File: src/rtl/fifo_level.sv
// Single-clock show-ahead FIFO with a registered occupancy count and programmable almost-full/almost-empty thresholds.
// Define FIFO_LEVEL_ERR_EN to add the err_clr input and the sticky overflow/underflow flags.
module fifo_level #(
  parameter int B        = 8,
  parameter int W        = 4,
  parameter int AF_LEVEL = 2**W - 2,
  parameter int AE_LEVEL = 2
) (
  input  logic         clk,
  input  logic         reset,
  input  logic         wr,
  input  logic [B-1:0] w_data,
  input  logic         rd,
  output logic [B-1:0] r_data,
  output logic         empty,
  output logic         full,
  output logic         almost_empty,
  output logic         almost_full,
  output logic [W:0]   level
`ifdef FIFO_LEVEL_ERR_EN
  ,
  input  logic         err_clr,
  output logic         overflow,
  output logic         underflow
`endif
);

  localparam logic [W-1:0] PTR_ONE = W'(1);
  localparam logic [W:0]   LVL_ONE = (W+1)'(1);
  localparam logic [W:0]   LVL_ZERO = (W+1)'(0);
  localparam logic [W:0]   DEPTH_L = (W+1)'(2**W);
  localparam logic [W:0]   AF_L    = (W+1)'(AF_LEVEL);
  localparam logic [W:0]   AE_L    = (W+1)'(AE_LEVEL);

  logic [B-1:0] mem_r [2**W];
  logic [W-1:0] wr_ptr_r;
  logic [W-1:0] rd_ptr_r;
  logic [W:0]   level_r;
  logic [W:0]   level_next_s;
  logic         empty_r;
  logic         full_r;
  logic         almost_empty_r;
  logic         almost_full_r;
  logic         we_s;
  logic         re_s;

  // A write into a full FIFO is only accepted when a read frees the head slot on the same edge.
  assign we_s = wr & (~full_r | rd);
  assign re_s = rd & ~empty_r;

  // Occupancy for the next edge; flags are decoded from it and registered alongside the level.
  always_comb begin
    level_next_s = level_r;
    case ({we_s, re_s})
      2'b10:   level_next_s = level_r + LVL_ONE;
      2'b01:   level_next_s = level_r - LVL_ONE;
      default: level_next_s = level_r;
    endcase
  end

  // Storage array, intentionally not reset.
  always_ff @(posedge clk) begin
    if (we_s) begin
      mem_r[wr_ptr_r] <= w_data;
    end
  end

  // Pointers, level and status flags.
  always_ff @(posedge clk or posedge reset) begin
    if (reset) begin
      wr_ptr_r       <= {W{1'b0}};
      rd_ptr_r       <= {W{1'b0}};
      level_r        <= LVL_ZERO;
      empty_r        <= 1'b1;
      full_r         <= 1'b0;
      almost_empty_r <= 1'b1;
      almost_full_r  <= 1'b0;
    end else begin
      if (we_s) begin
        wr_ptr_r <= wr_ptr_r + PTR_ONE;
      end
      if (re_s) begin
        rd_ptr_r <= rd_ptr_r + PTR_ONE;
      end
      level_r        <= level_next_s;
      empty_r        <= (level_next_s == LVL_ZERO);
      full_r         <= (level_next_s == DEPTH_L);
      almost_empty_r <= (level_next_s <= AE_L);
      almost_full_r  <= (level_next_s >= AF_L);
    end
  end

  assign r_data       = mem_r[rd_ptr_r];
  assign empty        = empty_r;
  assign full         = full_r;
  assign almost_empty = almost_empty_r;
  assign almost_full  = almost_full_r;
  assign level        = level_r;

`ifdef FIFO_LEVEL_ERR_EN
  logic overflow_r;
  logic underflow_r;

  // Sticky error flags; a new error on the clearing cycle keeps the flag set.
  always_ff @(posedge clk or posedge reset) begin
    if (reset) begin
      overflow_r  <= 1'b0;
      underflow_r <= 1'b0;
    end else begin
      overflow_r  <= (wr & full_r & ~rd) | (overflow_r & ~err_clr);
      underflow_r <= (rd & empty_r) | (underflow_r & ~err_clr);
    end
  end

  assign overflow  = overflow_r;
  assign underflow = underflow_r;
`endif

endmodule
File: config.mk
export PLATFORM = sky130hd
export DESIGN_NAME = fifo_level
export DESIGN_NICKNAME = d
export VERILOG_FILES = /design/src/rtl/fifo_level.sv
export SDC_FILE = /design/constraint.sdc
export NUM_CORES = 1
export LEC_CHECK = 0
export BUFFER_PORTS_ARGS = -buffer_cell sky130_fd_sc_hd__buf_2
export CAP_MARGIN = 20
export CORE_ASPECT_RATIO = 0.5
export CORE_UTILIZATION = 30
export DETAILED_ROUTE_END_ITERATION = 7
export PLACE_DENSITY_LB_ADDON = 0.15
export RECOVER_POWER = 100
export SYNTH_ARGS = -nofsm -noshare
export SYNTH_HDL_FRONTEND = slang
export SYNTH_SLANG_ARGS = --single-unit
export TNS_END_PERCENT = 5
File: constraint.sdc
create_clock -name clk -period 2.51 [get_ports clk]
set_input_delay 0.251 -clock clk [delete_from_list [all_inputs] [get_ports clk]]
set_output_delay 0.251 -clock clk [all_outputs]
set_load 0.005 [all_outputs]
Word level (Yosys, flattened, before mapping)
Memories as Yosys holds them, arrays and structs flattened. Index checks and enable logic that the tools add are counted.

Memories: 1. Input port bits: 12. Register bits: 17. Word-level logic and storage cells: 26. Memory bits (writable): 128. Output and inout port bits: 17.

Memories: mem_r (depth 16, width 8, rd ports 1, clocked after Yosys merged registers in 0, write ports 1, RTL line 35) `logic [B-1:0] mem_r [2**W];`.

Magnitude comparators: 2. Eq/ne operators: 3. Bitwise operators: 5. Muxes and demuxes: 3. $add $sub $neg: 4. Reductions and logical operators: 1.

Operators by type and width (number): 5-bit case mux with 2 select lines (1); 4-bit by 1-bit adder with 4-bit output, second input constant (2); 5-bit by 1-bit adder with 5-bit output, second input constant (1); 5-bit == test, second input constant (1); 5-bit by 4-bit greater-or-equal comparator with 1-bit output, second input constant (1); 5-bit by 2-bit less-or-equal comparator with 1-bit output, second input constant (1); 5-bit zero test (1); 5-bit by 1-bit subtractor with 5-bit output, second input constant (1); 1-bit AND (2); 2-bit by 1-bit == test with 1-bit output, second input constant (1); 2-bit == test, second input constant (1); 1-bit 2-to-1 mux (2); 1-bit inverter (2); 1-bit bitwise OR (1).

Logic depth before layout (Yosys ltp)
Gate-level depths: netlist (run 1).

Depth in word-level cells: 6. Depth in mapped cells: 13. Gate-level depth less buffers: 11.

Worst setup path after synthesis (run 1)
OpenSTA, ideal clock, no wires.

Path type: flip-flop to flip-flop. From: register full_r, in the netlist full. To: register full_r, in the netlist full. Required time: 2.422 ns. Arrival: 2.493 ns. Setup time: 0.088 ns. Stages on the path, launching flop included: 14. Clock period less this slack: 2.581 ns. Path slack: -0.071 ns. Path through: dfrtp_1 inv_1 o21a_1 clkbuf_1 inv_1 ha_1 buf_2 xor2_1 ha_1 a21o_1 a21oi_1 nor4_2 xor2_1 nor3b_1.

Cells in the longest elaborated chain, start to end: 6. Elaborated cells between the ends (all ways): 7. Those cells by class: 3 x eq/ne; 1 x mux; 3 x bitwise.

RTL lines: from (decl) (RTL line 41) `logic full_r;`; from (signal assigned) (RTL line 87) `full_r <= (level_next_s == DEPTH_L);`; 1-bit inverter * (RTL line 48) `assign we_s = wr & (~full_r | rd);`; 1-bit bitwise OR * (RTL line 48); 1-bit AND * (RTL line 48); 2-bit by 1-bit == test with 1-bit output or 2-bit == test (tied branches) (RTL line 54) `case ({we_s, re_s})`; 5-bit case mux with 2 select lines * (RTL line 54); via level_next_s[4] (RTL line 39) `logic [W:0] level_next_s;`; 5-bit == test * (RTL line 87).

The timed path passes the listed nets; every way through them passes the cells marked *. A chain may end at the register's enable or synchronous reset.

Final worst setup path (run 1)
From: register rd_ptr_r[0]. To: output r_data[3].

Cells in the longest elaborated chain, start to end: 1.

RTL lines: from (decl) (RTL line 37) `logic [W-1:0] rd_ptr_r;`; from (signal assigned) (RTL line 72) `rd_ptr_r <= {W{1'b0}};`; from (signal assigned) (RTL line 83) `rd_ptr_r <= rd_ptr_r + PTR_ONE;`; memory read 16 x 8 bit; to (decl) (RTL line 14) `output logic [B-1:0] r_data,`.

Every way passes these cells.

==> out/metrics.csv, run 1 <==
stage;metric;value;unit
outcome;status;finished with violations;
pwr;sequential share of power;39.8;%
global_route;remaining global-route overflow;0;
drt;# DRC;0;
drt;Vias/cell;4.76;
pwr;Leak;2.38;nW
pwr;P_sw;2.58;mW
pwr;VDD IR max;0.545;mV
critical_path;Worst Setup End Kind;primary output;
global_route;overall routing resource usage;14.1;%
sta;count of final setup violators;8;
die;Die Width;201;µm
placement;GPL Wtd Cong;0.722;
drt;Avg WL per Cell;21.7;µm
synthesis;Yosys cell types;39;
synthesis;Post-synth top cells;128 x edfxtp_1, 30 x mux4_1, 15 x dfrtp_1;
synthesis;Main synth FF type;edfxtp_1;
clocking;clock latency on the worst-skew pair;0.41;ns
clocking;Reg clk slew, reported paths;0.07;ns
critical_path;CP Launch Type;flop;
sta;worst setup margin;-0.0476;ns
synthesis;Yosys top cell area share;64.4;%
finish;area occupied by multi-input gates;1470;µm²
drt;vias post-DR;2985;
critical_path;Worst EP arrival;2.31;ns
clocking;number of CTS-inserted buffers;17;
sta;worst slew pin tran;0.844;ns
sta;unrepaired setup endpoints after global routing;yes;
placement;hpwl dp;7780;µm
sta;Slew Viols, Final;0;
global_route;vias in the first global route;3085;
sta;FMAX;391;MHz
critical_path;slowest cell on the critical path;mux4_1;
die;I/O pin count;29;
finish;Final Cell Area;7060;µm²
sta;Setup Skew;0.0111;ns
die;starting density of the core;30.7;%
finish;share of layout cells above drive strength 1;28.8;%
clocking;CTS Root Cell;clkbuf_16;
critical_path;Crit Path Max Fanout;8;
critical_path;CP Cell Sequence;buf_6 > buf_16 > mux4_1 > mux4_2 > buf_2;
pwr;Clock Power Share;28.4;%
sta;period utilization;102;%
global_route;initial antenna violation count;0;
critical_path;max incr delay on CP;0.55;ns
critical_path;worst setup path category;reg -> out;
clocking;clock buffer depth;2;
die;die height;102;µm
synthesis;Net Count, Synth;309;
clocking;CTS tree;done;
die;Core Box Area;19500;µm²
finish;Storage cell area;4270;µm²
sta;Rel. slew slack;43.7;%
worst_hold_path;HP Class;in -> reg;
die;total die area;20500;µm²
finish;# nets final;368;
placement;cell count after placement;587;
finish;synth-to-layout area growth;18.3;%
clocking;H-Tree Depth;4;
run;max-cap violations;0;
global_route;largest net degree at the start of global routing;33;
drt;drt first pass iters;4;
drt;initial DRC count;320;
sta;final hold vios;0;
outcome;failing checks;setup timing;
synthesis;average cell area after synthesis;20.7;µm²
pwr;cell-internal power;5.65;mW
clocking;CTS sink count;145;
synthesis;most common cell in the netlist;edfxtp_1;
die;FP Rows;36;
synthesis;netlist area before placement;5970;µm²
synthesis;Post-synth EDFFs;128;
critical_path;Worst EP required;2.26;ns
sta;Hold WS;0.355;ns
drt;DRT antenna net count;0;
synthesis;Seq cells post-synth;145;
finish;FILL cells;1847;
sta;min cycle time layout;2.56;ns
synthesis;Syn Inst Count;289;
global_route;first-pass GRT wire length;20100;µm
placement;I/O Buffers;28;
synthesis;cell taking the most area after synthesis;edfxtp_1;
synthesis;Seq/Total Area, Yosys;71.6;%
critical_path;CP top delay family;multiplexers;
synthesis;Syn. warnings;0;
pwr;Combinational Power Share;31.8;%
pwr;Pwr Density;1170;nW/µm²
synthesis;fraction of registers with async set/reset;11.7;%
critical_path;CP Buf/Inv Count;3;
finish;final antenna diode count;0;
placement;placed cell area;6550;µm²
finish;fin cells;627;
drt;final wirelength;13600;µm
synthesis;top post-synthesis cells by area;edfxtp_1 64%, mux4_1 13%, dfrtp_1 6.3%;
pwr;sw frac;31.3;%
## layer usage
| layer | global-route usage, % | vias up | part of all wire (%) | wire length (µm) |
|---|---|---|---|---|
| met5 | 0 | - | 0 | 0 |
| met4 | 4.72 | 0 | 1.3 | 182 |
| met3 | 2.90 | 14 | 5.4 | 737 |
| met2 | 20.9 | 85 | 45 | 6070 |
| met1 | 20.5 | 1600 | 49 | 6620 |
| li1 | - | 1286 | - | - |
## sequential cells by signal (all words and copies together), names as in the netlist
name / cells
empty: 1
level: 5
almost_full: 1
wr_ptr_r: 4
almost_empty: 1
rd_ptr_r: 4
full: 1
mem_r: 128
## cells by family (layout without fill, tap and decap cells)
logic type | count (synthesis) | in the layout | share of synthesized area, %
compound gates | 11 | 11 | 1.36
buf+inv | 30 | 102 | 2.49
flops | 145 | 145 | 71.6
simple gates | 42 | 42 | 3.92
mux | 43 | 43 | 17.5
fa+ha+maj | 8 | 8 | 1.68
xor+xnor | 10 | 10 | 1.47
## final cells by class
type / count / area share (%)
Clock buffer: 18 / 6.08
Clock inverter: 14 / 1.70
Inverter: 13 / 0.691
Multi-Input combinational cell: 114 / 20.8
Sequential cell: 145 / 60.5
Tap cell: 266 / 4.71
Timing Repair Buffer: 57 / 5.48
## through the flow
step                      worst slack, ns  power, mW  setup TNS, ns  util (%)
after CTS                         -0.0526       8.35         -0.365      36.7
after global placement              0.231       5.59              0      33.7
final                             -0.0476       8.23         -0.256      36.3
after global routing               -0.108       8.64          -1.03      36.3
after floorplan                    0.0387       4.81              0         -
after detailed placement            0.169       5.64              0      33.7
## power groups by stage
stage / clock network, mW / registers, mW / logic, mW
floorplan: 0 / 3.14 / 1.67
global placement: 0 / 3.28 / 2.31
detailed placement: 0 / 3.31 / 2.33
CTS: 2.39 / 3.27 / 2.69
global route: 2.48 / 3.31 / 2.85
finish: 2.34 / 3.27 / 2.62
## placed cells by master, fill, tap and decap left out, types with 4 or more instances in the layout
cell	n
and2_0	6
buf_2	15
buf_4	4
clkbuf_1	25
clkbuf_16	17
clkbuf_2	5
dfrtp_1	14
edfxtp_1	128
ha_1	8
inv_1	13
inv_6	5
mux4_1	6
mux4_2	34
nand2_1	8
nor2_1	8
xnor2_1	5
xor2_1	5
## final timing paths
check	start	to	slack, ns	cells past startpoint
setup / recovery	rd_ptr_r[0]$_DFFE_PP0P_	r_data[3]	-0.05	5
hold / removal	w_data[3]	mem_r[4][3]$_DFFE_PP_	0.35	1
setup reg to reg	full$_DFF_PP0_	almost_empty$_DFF_PP1_	0.09	10
hold reg to reg	rd_ptr_r[2]$_DFFE_PP0P_	rd_ptr_r[2]$_DFFE_PP0P_	0.53	1
max in group asynchronous	reset	rd_ptr_r[0]$_DFFE_PP0P_	1.56	3
min in group asynchronous	reset	level[4]$_DFF_PP0_	0.49	3
## worst register-to-register path: stages, from the launching register on
cell and delay, ns:
dfrtp_1 0.38, inv_1 0.06, o21a_1 0.13, inv_1 0.06
clkbuf_2 0.16, ha_1 0.28, a211o_1 0.30, a311o_1 0.32
a32oi_1 0.26, nand2_1 0.16, a211oi_1 0.23
## repair_timing
action | 4_1_cts | 5_1_grt
gates cloned | 3 | 0
hold buffers | 1 | 0
endpoints found under the setup margin | 8 | 11
buffers inserted | 4 | 0
gates resized for setup | 29 | 4
pin swaps | 0 | 1
hold endpoints to repair | 15 | 0
Note: power is estimated with default switching activity, not from simulation.
==> run 2, diff against run 1 <==
- ABC_AREA: unset -> 0
- SKIP_LAST_GASP: unset -> 1
==> run 2 against run 1 <==
Net effect: core utilization decreased by 0.058 points; non-clock buffer count unchanged; die area unchanged; combinational power decreased by 2%; largest cell class unchanged; routed wire length decreased by 0.35%; the run still ends with setup timing left; sequential share of layout area increased by 0.097 points.
==> out/metrics.csv, run 2 (same netlist as run 1, synthesis figures left out) <==
stage;metric;value;unit;change
finish;synth-to-layout area growth;18.1;%;
critical_path;worst setup path category;reg -> out;;
die;die height;102;µm;unchanged
worst_hold_path;HP Class;in -> reg;;
clocking;CTS Root Cell;clkbuf_16;;
die;Core Box Area;19500;µm²;unchanged
critical_path;Worst Setup End Kind;primary output;;
sta;worst setup margin;-0.0547;ns;-0.00715 ns
die;FP Rows;36;;unchanged
die;total die area;20500;µm²;unchanged
finish;FILL cells;1844;;-0.16%
worst_hold_path;hold depth;1;;unchanged
sta;unrepaired setup endpoints after global routing;yes;;
pwr;sequential share of power;40.0;%;+0.2 points
global_route;overall routing resource usage;14.0;%;-0.037 points
finish;# nets final;368;;unchanged
critical_path;Crit Path Max Fanout;8;;unchanged
pwr;Power, Total;8.18;mW;-0.54%
placement;I/O Buffers;28;;unchanged
drt;Avg WL per Cell;21.6;µm;-0.35%
critical_path;Worst EP arrival;2.31;ns;about the same
drt;Vias/cell;4.76;;about the same
worst_hold_path;Worst Hold End;mem_r[11][6]$_DFFE_PP_;;
drt;vias post-DR;2984;;-0.034%
pwr;Combinational Power Share;31.5;%;-0.3 points
global_route;remaining global-route overflow;0;;unchanged
critical_path;Worst EP required;2.26;ns;about the same
run;max-cap violations;0;;unchanged
finish;commonest non-fill, non-tap cell in the layout;edfxtp_1;;
die;starting density of the core;30.7;%;unchanged
die;Die Width;201;µm;unchanged
placement;hpwl dp;7780;µm;unchanged
global_route;largest net degree at the start of global routing;33;;unchanged
sta;Setup Skew;0.00945;ns;-0.00165 ns
clocking;Reg clk slew, reported paths;0.07;ns;about the same
finish;final antenna diode count;0;;unchanged
drt;drt first pass iters;4;;unchanged
sta;Slew Viols, Final;0;;unchanged
pwr;Leak;2.38;nW;-0.12%
die;I/O pin count;29;;unchanged
critical_path;reg-to-reg startpoint;full$_DFF_PP0_;;
critical_path;R2R depth;10;;unchanged
pwr;Pwr Density;1160;nW/µm²;-0.39%
global_route;vias in the first global route;3078;;-0.23%
sta;period utilization;102;%;+0.28 points
pwr;sw frac;31.2;%;-0.10 points
outcome;failing checks;setup timing;;
sta;final hold vios;0;;unchanged
drt;# DRC;0;;unchanged
global_route;initial antenna violation count;0;;unchanged
pwr;VDD IR max;0.545;mV;about the same
sta;Hold WS;0.352;ns;-0.00336 ns
drt;initial DRC count;315;;-1.6%
clocking;CTS tree;done;;
outcome;status;finished with violations;;
pwr;Clock Power Share;28.5;%;about the same
pwr;cell-internal power;5.63;mW;-0.40%
pwr;P_sw;2.55;mW;-0.87%
sta;count of final setup violators;8;;unchanged
sta;worst slew pin tran;0.821;ns;-0.0236 ns
finish;max reg flops;128;;unchanged
clocking;number of CTS-inserted buffers;17;;unchanged
clocking;clock buffer depth;2;;unchanged
sta;Rel. slew slack;45.3;%;+1.6 points
finish;largest reg by FF count;mem_r;;
clocking;CTS sink count;145;;unchanged
drt;final wirelength;13600;µm;-0.35%
global_route;first-pass GRT wire length;20000;µm;-0.48%
clocking;H-Tree Depth;4;;unchanged
worst_hold_path;Min-Delay Startpoint;w_data[6];;
sta;min cycle time layout;2.56;ns;+0.00715 ns
clocking;clock latency on the worst-skew pair;0.41;ns;about the same
critical_path;Reg2Reg Setup Slack;0.14;ns;+0.05 ns
sta;setup_tns;-0.250;ns;+0.00601 ns
drt;DRT antenna net count;0;;unchanged
critical_path;reg2reg end;almost_empty$_DFF_PP1_;;
sta;FMAX;390;MHz;-0.28%
finish;most frequent cells in the layout;128 x edfxtp_1, 34 x mux4_2, 25 x clkbuf_1;;
placement;GPL Wtd Cong;0.722;;unchanged
critical_path;CP Launch Type;flop;;
finish;share of layout cells above drive strength 1;28.5;%;-0.28 points
-- run 2: cell counts in the layout (fill, tap and decap cells not counted) --
No cell type changed its count.
-- run 2: area by class of cell --
cell class / count / area, µm² / share of cell area (%)
sequential: 145 / 4270 / 60.6
inverter: 13 / 48.8 / 0.692
tap: 266 / 333 / 4.72
timing repair buffer: 57 / 380 / 5.40
multi-input combinational: 114 / 1460 / 20.8
clock inverter: 14 / 120 / 1.70
clock buffer: 18 / 429 / 6.09
-- run 2: critical path, stage by stage (launching register included) --
cell	delay [ns]
dfrtp_2	0.44
buf_6	0.14
buf_16	0.14
mux4_1	0.57
mux4_2	0.47
buf_2	0.14
-- run 2: worst max-delay path by stage --
stage | from | to | slack [ns] | cells after the start
floorplan | full$_DFF_PP0_ | full$_DFF_PP0_ | 0.04 | 13
global placement | full$_DFF_PP0_ | almost_empty$_DFF_PP1_ | 0.23 | 10
detailed placement | full$_DFF_PP0_ | empty$_DFF_PP1_ | 0.17 | 10
CTS | rd_ptr_r[0]$_DFFE_PP0P_ | r_data[2] | -0.05 | 5
global route | rd_ptr_r[0]$_DFFE_PP0P_ | r_data[2] | -0.11 | 5
finish | rd_ptr_r[0]$_DFFE_PP0P_ | r_data[0] | -0.05 | 5
-- run 2: repair_timing --
action	4_1_cts	5_1_grt
hold buffers	1	0
gates resized for setup	27	3
setup buffers	4	0
gates cloned	3	0
endpoints found under the hold margin	15	0
endpoints found under the setup margin	8	11
-- run 2: power groups by stage --
| stage | clock, mW | sequential, mW | combinational, mW |
|---|---|---|---|
| 3_5_place_dp | 0 | 3.31 | 2.33 |
| 5_1_grt | 2.48 | 3.31 | 2.81 |
| 3_3_place_gp | 0 | 3.28 | 2.31 |
| 6_report | 2.33 | 3.27 | 2.58 |
| 2_1_floorplan | 0 | 3.14 | 1.67 |
| 4_1_cts | 2.39 | 3.27 | 2.69 |
-- run 2: stage by stage --
step / area, µm² / setup slack, ns / std cells / util [%]
final: 7050 / -0.0547 / 627 / 36.2
after global routing: 7050 / -0.108 / 627 / 36.2
after CTS: 7150 / -0.0526 / 627 / 36.7
after detailed placement: 6550 / 0.169 / 587 / 33.7
after global placement: 6550 / 0.231 / 587 / 33.7
after floorplan: 5970 / 0.0387 / 289 / -
-- run 2: metal layers --
| layer | part of all wire, % | GRT usage (%) | up-vias |
|---|---|---|---|
| li1 | - | - | 1285 |
| met5 | 0 | 0 | - |
| met2 | 45 | 21.0 | 89 |
| met4 | 1.3 | 4.72 | 0 |
| met1 | 49 | 20.4 | 1596 |
| met3 | 5.0 | 2.90 | 14 |
